<file path="src/rtl/regbank_seq_pkg.sv">
// Shared types and defaults for the regbank_seq sequencer.
// Optional flag logic is enabled with REGBANK_SEQ_FLAGS_EN.
package regbank_seq_pkg;

    localparam int DW_DEF = 8;
    localparam int AW_DEF = 3;

    typedef enum logic [2:0] {
        OP_ADD = 3'd0,
        OP_SUB = 3'd1,
        OP_AND = 3'd2,
        OP_OR  = 3'd3,
        OP_XOR = 3'd4,
        OP_SHL = 3'd5,
        OP_LDI = 3'd6,
        OP_CMP = 3'd7
    } op_e;

    typedef enum logic [1:0] {
        S_IDLE = 2'd0,
        S_EXEC = 2'd1,
        S_WB   = 2'd2
    } state_e;

endpackage

</file>
<file path="src/rtl/regbank_alu.sv">
// Combinational ALU for the sequencer EXEC stage.
// Carry logic only exists when REGBANK_SEQ_FLAGS_EN is defined.
module regbank_alu
    import regbank_seq_pkg::*;
#(
    parameter int DW = DW_DEF
) (
    input  op_e           op,
    input  logic [DW-1:0] d1,
    input  logic [DW-1:0] d2,
    input  logic [DW-1:0] imm,
    output logic [DW-1:0] result,
    output logic          carry
);

    always_comb begin
        result = '0;
        carry  = 1'b0;
        unique case (op)
            OP_ADD: {carry, result} = {1'b0, d1} + {1'b0, d2};
            OP_SUB,
            OP_CMP: begin
                result = d1 - d2;
                carry  = (d1 < d2);
            end
            OP_AND: result = d1 & d2;
            OP_OR:  result = d1 | d2;
            OP_XOR: result = d1 ^ d2;
            OP_SHL: begin
                result = {d1[DW-2:0], 1'b0};
                carry  = d1[DW-1];
            end
            OP_LDI: result = imm;
            default: result = '0;
        endcase
`ifndef REGBANK_SEQ_FLAGS_EN
        carry = 1'b0;
`endif
    end

endmodule

</file>
<file path="src/rtl/regbank_seq.sv">
// Three-cycle instruction sequencer driving an 8x8 register bank.
// Optional zero/carry flags are enabled with REGBANK_SEQ_FLAGS_EN.
module regbank_seq
    import regbank_seq_pkg::*;
#(
    parameter int DW = DW_DEF,
    parameter int AW = AW_DEF
) (
    input  logic          clkg,
    input  logic          rst,
    input  logic          instr_valid,
    output logic          instr_ready,
    input  logic [2:0]    op,
    input  logic [AW-1:0] rd,
    input  logic [AW-1:0] rs,
    input  logic [AW-1:0] rs2,
    input  logic [DW-1:0] imm,
    output logic [AW-1:0] bank_rs_o,
    output logic [AW-1:0] bank_rs2_o,
    input  logic [DW-1:0] bank_d1_i,
    input  logic [DW-1:0] bank_d2_i,
    output logic [AW-1:0] bank_rd_o,
    output logic [DW-1:0] bank_dat_o,
    output logic          bank_we_o,
    output logic          done,
    output logic [DW-1:0] res_o,
    output logic          zero_o,
    output logic          carry_o
);

    state_e        state;
    state_e        nxt;
    op_e           op_q;
    logic [AW-1:0] rd_q;
    logic [AW-1:0] rs_q;
    logic [AW-1:0] rs2_q;
    logic [DW-1:0] imm_q;
    logic [DW-1:0] res_q;
    logic [DW-1:0] alu_res;
    logic          alu_carry;
    logic          accept;

    assign accept = instr_valid && instr_ready;

    always_ff @(posedge clkg or posedge rst) begin
        if (rst) state <= S_IDLE;
        else     state <= nxt;
    end

    always_comb begin
        nxt         = state;
        instr_ready = 1'b0;
        bank_we_o   = 1'b0;
        done        = 1'b0;
        unique case (state)
            S_IDLE: begin
                instr_ready = 1'b1;
                if (instr_valid) nxt = S_EXEC;
            end
            S_EXEC: nxt = S_WB;
            S_WB: begin
                bank_we_o = (op_q != OP_CMP);
                done      = 1'b1;
                nxt       = S_IDLE;
            end
            default: nxt = S_IDLE;
        endcase
    end

    always_ff @(posedge clkg or posedge rst) begin
        if (rst) begin
            op_q  <= OP_ADD;
            rd_q  <= '0;
            rs_q  <= '0;
            rs2_q <= '0;
            imm_q <= '0;
        end else if (accept) begin
            op_q  <= op_e'(op);
            rd_q  <= rd;
            rs_q  <= rs;
            rs2_q <= rs2;
            imm_q <= imm;
        end
    end

    regbank_alu #(.DW(DW)) u_alu (
        .op     (op_q),
        .d1     (bank_d1_i),
        .d2     (bank_d2_i),
        .imm    (imm_q),
        .result (alu_res),
        .carry  (alu_carry)
    );

    always_ff @(posedge clkg or posedge rst) begin
        if (rst)                  res_q <= '0;
        else if (state == S_EXEC) res_q <= alu_res;
    end

`ifdef REGBANK_SEQ_FLAGS_EN
    logic zero_q;
    logic carry_q;

    // LDI is a move, not an arithmetic op, so it keeps the old flags
    always_ff @(posedge clkg or posedge rst) begin
        if (rst) begin
            zero_q  <= 1'b0;
            carry_q <= 1'b0;
        end else if (state == S_EXEC && op_q != OP_LDI) begin
            zero_q  <= (alu_res == '0);
            carry_q <= alu_carry;
        end
    end

    assign zero_o  = zero_q;
    assign carry_o = carry_q;
`else
    logic unused_carry;
    assign unused_carry = alu_carry;
    assign zero_o       = 1'b0;
    assign carry_o      = 1'b0;
`endif

    assign bank_rs_o  = rs_q;
    assign bank_rs2_o = rs2_q;
    assign bank_rd_o  = rd_q;
    assign bank_dat_o = res_q;
    assign res_o      = res_q;

endmodule

</file>
<file path="config.mk">
export PLATFORM = sky130hd
export DESIGN_NAME = regbank_seq
export DESIGN_NICKNAME = d
export VERILOG_FILES = /design/src/rtl/regbank_seq_pkg.sv /design/src/rtl/regbank_alu.sv /design/src/rtl/regbank_seq.sv
export SDC_FILE = /design/constraint.sdc
export NUM_CORES = 1
export LEC_CHECK = 0
export ABC_AREA = 1
export CORE_MARGIN = 2
export CORE_UTILIZATION = 25
export CTS_BUF_LIST = sky130_fd_sc_hd__clkbuf_8
export CTS_CLUSTER_SIZE = 12
export DETAILED_ROUTE_END_ITERATION = 10
export PLACE_DENSITY = 0.54
export SYNTH_ARGS = -nofsm -noshare
export SYNTH_HDL_FRONTEND = slang
export SYNTH_HIERARCHICAL = 1
export SYNTH_SLANG_ARGS = --single-unit
export TNS_END_PERCENT = 1
</file>
<file path="constraint.sdc">
create_clock -name clkg -period 5.1 [get_ports clkg]
set_input_delay 0.51 -clock clkg [delete_from_list [all_inputs] [get_ports clkg]]
set_output_delay 0.51 -clock clkg [all_outputs]
set_load 0.03 [all_outputs]
</file>
==> results.sh <==
export IMPL_grt_pass1_vias=2055
export IMPL_cts_root_buffer="clkbuf_8"
export IMPL_htreeDepth=2
export IMPL_cts_hold_buf=0
export IMPL_rows=35
export IMPL_dieHeight_microns=101
export IMPL_grt_usage=0.125
export IMPL_finalNetCount=452
export IMPL_setup_tns_final_ns=0
export IMPL_clock_skew_ns=0.00321
export IMPL_reg2reg_slack_ns=2.73
export IMPL_met3_length_microns=215
export IMPL_clk_pin_slew_ns=0.07
export IMPL_routedWlPerCell_microns=12.1
export IMPL_max_freq_mhz=379
export IMPL_tightest_slew_ns=0.815
export IMPL_vdd_drop_max_uv=158
export IMPL_hold_violations=0
export IMPL_finalSetupViolCount=0
export IMPL_ctsResizeCount=0
export IMPL_hold_slack_ns=0.470
export IMPL_yosys_warnings=6
export IMPL_postLayoutCoreUtil=0.346
export IMPL_drtAntennaViolNets=0
export IMPL_grt_pass1_wl_microns=10200
export IMPL_critPathBufInv=5
export IMPL_worstSetupStartpointType="primary input"
export IMPL_drive_above_1_share=0.0540
export IMPL_crit_chain="clkdlybuf4s50_1 > inv_1 > ha_1 > nand2_1 > o31ai_1 > xor2_1 > inv_1 > ha_1 > nand2_1 > inv_1 > a21oi_1 > nand2_1 > inv_1 > nand2_1 > nand3_1 > nand2_1 > nand2_1 > nand2_1"
export IMPL_status="finished clean"
export IMPL_relSlewSlack=0.455
export IMPL_hold_path_class="register to register"
export IMPL_vias_per_cell=4.28
export IMPL_vias=2142
export IMPL_criticalPathCategory="primary input to register"
export IMPL_dr_max_layer_used="met4"
export IMPL_min_period_ns=2.64
export IMPL_antenna_found_initial=0
export IMPL_portBuffers=66
export IMPL_first_pass_iters=4
export IMPL_cpPeakStageDelay_ns=0.46
export IMPL_diodes=0
export IMPL_grt_overflow=0
export IMPL_syn_inst=329
export IMPL_cap_violations=0
export IMPL_rsz0062_at_grt="false"
export IMPL_area_delta_synth_final_pct=34.9
export IMPL_cts_tree="yes"
export IMPL_post_cts_buffers=0
export IMPL_wl_met1_microns=2990
export IMPL_clk_latency_ns=0.28
export IMPL_wirelength_microns=6070
export IMPL_start_util=0.256
export IMPL_endpoint_kind="register"
export IMPL_grt_max_degree=31
export IMPL_slew_viol_final=0
export IMPL_power_density_mw_per_mm2=439
export IMPL_gp_congestion=0.866
export IMPL_power_static_leakage_nw=1.65
export IMPL_synthesis_area_sq_mm=0.00236
export IMPL_io_pins=69
export IMPL_cts_sinks=30
export IMPL_clockBufferDepth=2
export IMPL_dp_hpwl_microns=4780
export IMPL_worstPathArrival_ns=2.82
export IMPL_cp_top_family="buffers and inverters"
export IMPL_drc=0
export IMPL_core_region_area_sq_mm=0.00920
export IMPL_worstPathMaxFanout=4
export IMPL_synth_avg_cell_area_sq_um=7.17
export IMPL_fp_dieW_microns=101
export IMPL_crit_top_cell="nand2_1"
export IMPL_drt_iter0_drc=103
export IMPL_cts_buffers=5
export IMPL_crit_required_ns=5.28
export IMPL_crit_path_top_delay_cell="clkdlybuf4s50_1"
export IMPL_die_area_sq_mm=0.0102
export IMPL_min_period_over_period=0.518
export IMPL_wl_met2_microns=2830
==> report_power, final <==
part           internal, W  total [W]  leakage (nW)  switching, W
sequential        0.000308   0.000365         0.373     0.0000569
combinational     0.000291   0.000727          1.20      0.000436
clock             0.000208   0.000305        0.0714     0.0000965
total             0.000807    0.00140          1.65      0.000590
==> cell usage in the layout, fill, tap and decap left out <==
| cell type | n |
|---|---|
| nand2_2 | 5 |
| nand2_4 | 1 |
| buf_4 | 1 |
| xnor2_1 | 1 |
| a21oi_1 | 5 |
| nor2_1 | 16 |
| bufinv_16 | 2 |
| nand4_1 | 2 |
| xor2_1 | 8 |
| clkdlybuf4s50_1 | 66 |
| nand3b_1 | 1 |
| o21ai_0 | 10 |
| nand3_1 | 38 |
| nand3_2 | 1 |
| nor2_2 | 1 |
| nor2_4 | 1 |
| a31oi_1 | 1 |
| nand2_1 | 117 |
| ha_1 | 24 |
| o2111ai_1 | 4 |
| fa_1 | 1 |
| conb_1 | 2 |
| inv_1 | 39 |
| o31ai_1 | 1 |
| clkbuf_8 | 6 |
| o22ai_1 | 1 |
| dfrtp_1 | 30 |
| inv_2 | 2 |
| or2_2 | 1 |
| o21ai_1 | 1 |
==> state kept, by name (all words and copies together) (netlist names) <==
signal,cells
op_q,3
state,2
bank_rd_o,3
imm_q,8
bank_rs_o,3
bank_rs2_o,3
bank_dat_o,8
==> worst reg2reg max path, stage by stage, from the launching register on <==
cell	delay [ns]
dfrtp_1	0.46
inv_1	0.12
nand2_1	0.10
nand3_2	0.16
o21ai_0	0.14
xor2_1	0.16
ha_1	0.37
nand2_1	0.09
or2_2	0.31
nand3_1	0.07
nand2_1	0.05
nand3_1	0.06
nand2_1	0.05
nand2_1	0.07
nand2_1	0.04
==> worst paths after layout <==
| check | startpoint | endpoint | cells past startpoint |
|---|---|---|---|
| worst min register to register | bank_rs2_o[2] | bank_rs2_o[2] | 2 |
| worst max register to register | op_q[2] | bank_dat_o[6] | 14 |
| max in group asynchronous | rst | imm_q[1] | 3 |
| worst min-delay path | bank_rs2_o[2] | bank_rs2_o[2] | 2 |
| min in group asynchronous | rst | bank_dat_o[1] | 3 |
| worst max-delay path | bank_d2_i[1] | bank_dat_o[7] | 18 |
==> layer usage <==
metal / vias up / GRT usage
li1: 1146 / -
met2: 47 / 0.201
met3: 4 / 0.0242
met4: 0 / 0.0249
met1: 945 / 0.176
met5: - / 0
==> layout make-up <==
cell class	instances	area (sq um)
Clock buffer	6	82.6
Clock inverter	2	60.1
Fill cell	986	6010
Inverter	41	154
Multi-Input combinational cell	243	1330
Sequential cell	30	751
Tap cell	111	139
Timing Repair Buffer	67	668
==> through the flow <==
step                      cell area (sq um)  setup slack (ns)  instances  power (W)
after CTS                              3180              2.45        500    0.00141
after global placement                 3040              2.17        492    0.00110
after detailed placement               3040              2.16        492    0.00110
final                                  3180              2.46        500    0.00140
after floorplan                        2360              2.84        330   0.000877
after global routing                   3180              2.18        500    0.00151
Power figures use the tool's default switching activity.
